### src/rtl/op_source_arb.sv
// Opcode/operand source arbiter: fixed-select or round-robin grant into a
// one-entry ALU command register, with a drain/commit handshake on mode changes.
module op_source_arb #(
  parameter int NUM_SRC = 2,
  parameter int OPC_W   = 3,
  parameter int OPR_W   = 8,
  localparam int SW     = (NUM_SRC > 1) ? $clog2(NUM_SRC) : 1
) (
  input  logic                     clk,
  input  logic                     reset,
  input  logic                     arb_mode,
  input  logic [SW-1:0]            src_sel,
  input  logic [NUM_SRC-1:0]       src_valid,
  input  logic [NUM_SRC*OPC_W-1:0] src_opcode,
  input  logic [NUM_SRC*OPR_W-1:0] src_operand,
  output logic [NUM_SRC-1:0]       src_ready,
  output logic                     alu_valid,
  output logic [OPC_W-1:0]         alu_opcode,
  output logic [OPR_W-1:0]         alu_operand,
  input  logic                     alu_ready,
  output logic [SW-1:0]            active_src,
  output logic                     switching,
  output logic                     sel_err,
  output logic [15:0]              xfer_cnt
);

  typedef enum logic [1:0] {
    ST_RUN    = 2'd0,
    ST_DRAIN  = 2'd1,
    ST_COMMIT = 2'd2
  } state_t;

  localparam logic [SW:0] NUM_SRC_W = (SW+1)'(NUM_SRC);

  state_t             state_q, state_d;
  logic               mode_q, mode_d;
  logic [SW-1:0]      active_src_q, active_src_d;
  logic [SW-1:0]      rr_ptr_q, rr_ptr_d;
  logic               sel_err_q, sel_err_d;
  logic               sel_blk_q, sel_blk_d;
  logic               alu_valid_q, alu_valid_d;
  logic [OPC_W-1:0]   alu_opcode_q, alu_opcode_d;
  logic [OPR_W-1:0]   alu_operand_q, alu_operand_d;
  logic [15:0]        xfer_cnt_q, xfer_cnt_d;

  logic               free_s, alu_xfer_s, src_xfer_s;
  logic               sel_illegal_s, switch_req_s;
  logic               rr_hit_s, gnt_ok_s;
  logic [SW-1:0]      rr_cand_s, rr_gnt_s, gnt_s;
  logic [NUM_SRC-1:0] ready_s;

  // Grant selection: round-robin search from rr_ptr, or the committed fixed source.
  always_comb begin
    free_s        = !alu_valid_q || alu_ready;
    alu_xfer_s    = alu_valid_q && alu_ready;
    sel_illegal_s = ({1'b0, src_sel} >= NUM_SRC_W);
    switch_req_s  = (arb_mode != mode_q) || (!mode_q && (src_sel != active_src_q));
    rr_hit_s      = 1'b0;
    rr_gnt_s      = '0;
    rr_cand_s     = '0;
    for (int k = 0; k < NUM_SRC; k++) begin
      rr_cand_s = SW'((int'(rr_ptr_q) + k) % NUM_SRC);
      if (!rr_hit_s && src_valid[rr_cand_s]) begin
        rr_hit_s = 1'b1;
        rr_gnt_s = rr_cand_s;
      end else begin
        rr_hit_s = rr_hit_s;
      end
    end
    gnt_s    = mode_q ? rr_gnt_s : active_src_q;
    gnt_ok_s = mode_q ? rr_hit_s : !sel_blk_q;
    ready_s  = '0;
    // A pending mode/source change blocks new grants in the same cycle it is seen.
    if (!reset && (state_q == ST_RUN) && !switch_req_s && gnt_ok_s) begin
      ready_s[gnt_s] = free_s;
    end else begin
      ready_s = '0;
    end
    src_xfer_s = |(ready_s & src_valid);
  end

  // Output command register and transfer counter.
  always_comb begin
    alu_valid_d   = alu_valid_q;
    alu_opcode_d  = alu_opcode_q;
    alu_operand_d = alu_operand_q;
    if (src_xfer_s) begin
      alu_valid_d   = 1'b1;
      alu_opcode_d  = src_opcode[int'(gnt_s)*OPC_W +: OPC_W];
      alu_operand_d = src_operand[int'(gnt_s)*OPR_W +: OPR_W];
    end else if (alu_xfer_s) begin
      alu_valid_d = 1'b0;
    end else begin
      alu_valid_d = alu_valid_q;
    end
    xfer_cnt_d = alu_xfer_s ? (xfer_cnt_q + 16'd1) : xfer_cnt_q;
  end

  // Control FSM: RUN grants, DRAIN empties the register, COMMIT latches the new selection.
  always_comb begin
    state_d      = state_q;
    mode_d       = mode_q;
    active_src_d = active_src_q;
    rr_ptr_d     = rr_ptr_q;
    sel_err_d    = sel_err_q;
    sel_blk_d    = sel_blk_q;
    case (state_q)
      ST_RUN: begin
        if (mode_q && src_xfer_s) begin
          active_src_d = gnt_s;
          rr_ptr_d     = (gnt_s == SW'(NUM_SRC - 1)) ? '0 : (gnt_s + SW'(1));
        end else begin
          active_src_d = active_src_q;
        end
        state_d = switch_req_s ? ST_DRAIN : ST_RUN;
      end
      ST_DRAIN: begin
        state_d = alu_valid_d ? ST_DRAIN : ST_COMMIT;
      end
      ST_COMMIT: begin
        mode_d  = arb_mode;
        state_d = ST_RUN;
        // An illegal fixed selection keeps the old source but grants nothing.
        if (!arb_mode && sel_illegal_s) begin
          sel_err_d = 1'b1;
          sel_blk_d = 1'b1;
        end else begin
          sel_blk_d    = 1'b0;
          active_src_d = sel_illegal_s ? active_src_q : src_sel;
        end
      end
      default: begin
        state_d = ST_RUN;
      end
    endcase
  end

  // State registers with synchronous reset.
  always_ff @(posedge clk) begin
    if (reset) begin
      state_q       <= ST_RUN;
      mode_q        <= 1'b0;
      active_src_q  <= '0;
      rr_ptr_q      <= '0;
      sel_err_q     <= 1'b0;
      sel_blk_q     <= 1'b0;
      alu_valid_q   <= 1'b0;
      alu_opcode_q  <= '0;
      alu_operand_q <= '0;
      xfer_cnt_q    <= 16'd0;
    end else begin
      state_q       <= state_d;
      mode_q        <= mode_d;
      active_src_q  <= active_src_d;
      rr_ptr_q      <= rr_ptr_d;
      sel_err_q     <= sel_err_d;
      sel_blk_q     <= sel_blk_d;
      alu_valid_q   <= alu_valid_d;
      alu_opcode_q  <= alu_opcode_d;
      alu_operand_q <= alu_operand_d;
      xfer_cnt_q    <= xfer_cnt_d;
    end
  end

  assign src_ready   = ready_s;
  assign alu_valid   = alu_valid_q;
  assign alu_opcode  = alu_opcode_q;
  assign alu_operand = alu_operand_q;
  assign active_src  = active_src_q;
  assign switching   = (state_q == ST_DRAIN);
  assign sel_err     = sel_err_q;
  assign xfer_cnt    = xfer_cnt_q;

endmodule

### config.mk
export PLATFORM = sky130hd
export DESIGN_NAME = op_source_arb
export DESIGN_NICKNAME = d
export VERILOG_FILES = /design/src/rtl/op_source_arb.sv
export SDC_FILE = /design/constraint.sdc
export NUM_CORES = 1
export LEC_CHECK = 0
export CAP_MARGIN = 30
export CORE_UTILIZATION = 30
export CTS_CLUSTER_SIZE = 10
export DETAILED_ROUTE_END_ITERATION = 16
export HOLD_SLACK_MARGIN = 0.1
export SYNTH_ARGS = -nofsm -noshare
export SYNTH_HDL_FRONTEND = slang
export SYNTH_SLANG_ARGS = --single-unit
### constraint.sdc
create_clock -name clk -period 3.95 [get_ports clk]
set_clock_uncertainty 0.2 [all_clocks]
set_input_delay 0.395 -clock clk [delete_from_list [all_inputs] [get_ports clk]]
set_output_delay 0.395 -clock clk [all_outputs]
set_load 0.03 [all_outputs]
==> out/metrics.yaml <==
clock_tree:
  cts_resized: 0
  clock_sinks: 33
  cts_buffers: 5
  clock-root-buffer: "clkbuf_8"
  cts_buffer_depth: 2
  cts_setup_buffers: 0
  cts_hold_buf: 0
  cts_max_level: 2
  worst_skew_pair.late_latency_ns: 0.27
  clk_pin_slew_ns: 0.06
  cts_tree: "built"
final_layout:
  area_growth_pct: 46.2
  n_antenna_cell: 0
  fin_nets: 269
  drive_above_1_share_pct: 6.69
  layout_commonest_cell: "clkdlybuf4s50_1"
  fin_cells: 309
  final_cell_mix: "clkdlybuf4s50_1, dfxtp_1, nor2_1"
  fillCellCount: 538
  final_area_mm2: 0.00236
timing:
  worstMarginPinSlew_ns: 0.658
  finalSetupViolCount: 0
  setup_ws_ns: 0.793
  timing_hold_violations_final: 0
  slew_viol_final: 0
  fin_crit_ns: 3.16
  period_share_pct: 79.9
  fmax_mhz: 317
  relSlewSlack_pct: 55.7
  tns_ns: 0
  rsz0062_at_grt: "no"
placement:
  post-place-ws_ns: 0.789
  place_congestion: 0.720
  io_buffers: 60
  detailed_place.area_mm2: 0.00228
  post-dp-hpwl_um: 2830
  dpl.cell_count: 302
die:
  die_w_um: 75.4
  fp.dieH_um: 75.4
  ioPinCount: 62
  core_area_mm2: 0.00514
  rows: 26
  initial_core_util_pct: 31.5
  dieArea_mm2: 0.00569
routing:
  wirelength_um: 3990
  num_vias: 1512
  first_pass_iters: 4
  drc: 0
  drt_iter0_drc: 66
  wl_per_cell_um: 12.9
  vias_per_cell: 4.89
  ant_nets: 0
global_route:
  grt_pass1_vias: 1434
  gr-total-overflow: 0
  grt.total_usage_pct: 15.2
  grt_max_degree: 35
  grt_antenna_before_repair: 0
  grt_pass1_wl_um: 6580
synth:
  yosys.area_share.adder_pct: 0.773
  ys_ff_latch: 33
  synth-xor-area-share_pct: 5.96
  synth.area.mux_share_pct: 8.66
  syn_inst: 179
  synth_top_family_by_area: "simple AND/OR/NAND/NOR gates"
  ys_seq_area_share_pct: 40.8
  synth_area_mm2: 0.00162
  ys_warn_count: 0
  synth_area_per_cell_um2: 9.04
  ys_async_sr_fraction_pct: 0
  synth-compound-area-share_pct: 17.1
  syn_nets: 209
  synth_edf_count: 0
  synthSimpleGateAreaFrac_pct: 22.2
  synth-main-ff-cell: "dfxtp_1"
  ys_types: 42
job:
  maxCapViolCount: 0
critical_path:
  cp-end-kind: "output pin"
  cp_data_arrival_time_ns: 2.56
  rr_startpoint: "active_src$_SDFFE_PP0P_"
  setup.worst_path.start_class: "input pin"
  crit_required_ns: 3.36
  crit_fanout: 5
  crit_start: "alu_ready"
  critPathKind: "input pin to output pin"
min_path:
  min_from: "xfer_cnt[15]$_SDFFE_PP0P_"
  min_path_type: "flop to flop"
status:
  status: "complete, no violations"
power:
  finalPower_mw: 0.717
  power_density_mw_per_mm2: 303
  vdd_drop_max_mv: 0.159
  leakage_nw: 0.768
-- worst paths after layout --
check	endpoint	slack (ns)	cells past startpoint
worst max-delay path	src_ready[1]	0.79	6
worst min-delay path	xfer_cnt[15]$_SDFFE_PP0P_	0.29	2
worst max register to register	alu_operand[3]$_SDFFE_PP0P_	2.03	4
worst min register to register	xfer_cnt[15]$_SDFFE_PP0P_	0.29	2
-- cells in the mapped netlist, drive strengths merged (5+ instances only) --
cell | number | area share (%)
clkbuf | 5 | 1.2
nand2 | 8 | 1.9
dfxtp | 33 | 41
a21oi | 7 | 2.2
mux2i | 14 | 8.7
a211oi | 11 | 5.1
nand3 | 8 | 2.5
xor2 | 7 | 3.8
nor2b | 6 | 2.3
buf | 6 | 2.4
a31oi | 12 | 4.6
nor2 | 16 | 3.7
-- state kept, by name (all words and copies together) (netlist names) --
name         count
state_q          2
xfer_cnt        16
active_src       1
alu_opcode       3
mode_q           1
rr_ptr_q         1
alu_valid        1
alu_operand      8
-- layout make-up --
type                            instances  area, um2  area share (%)
Clock buffer                            7       86.3            3.65
Inverter                                3       11.3           0.476
Multi-Input combinational cell        132        888            37.6
Sequential cell                        33        661            27.9
Tap cell                               70       87.6            3.70
Timing Repair Buffer                   64        631            26.7
-- routing by layer --
layer	track usage, %	vias up	share of wire, %
met5	0	-	0
met4	4.32	0	0.90
met3	4.23	5	4.1
met2	26.0	29	47
met1	18.7	699	48
li1	-	779	-
-- worst max-delay path, cell delays in order --
cell and delay (ns):
clkdlybuf4s50_1 0.52, nor2b_1 0.12, nor4_1 0.52, nand3_1 0.19, nor2b_1 0.14, clkdlybuf4s50_1 0.67
-- power breakdown --
part | internal [mW] | switching [mW]
Combinational | 0.0597 | 0.0586
Sequential | 0.340 | 0.00752
Clock | 0.138 | 0.113
-- through the flow --
stage	hold slack, ns	util, %
after CTS	0.294	46.0
after global routing	0.327	46.0
after detailed placement	0.284	44.3
after floorplan	0.297	-
final	0.286	46.0
after global placement	0.270	44.3
-- cell families (layout without fill, tap and decap cells) --
kind of cell             Yosys count  count (layout)
XOR/XNOR                          11              11
other                              1               1
AND/OR/NAND/NOR                   64              64
AO/OA/AOI/OAI                     41              41
flip-flops                        33              33
adder cells (fa/ha/maj)            1               1
buffers and inverters             14              74
multiplexers                      14              14
No activity file was read; power rests on OpenSTA's default activity.
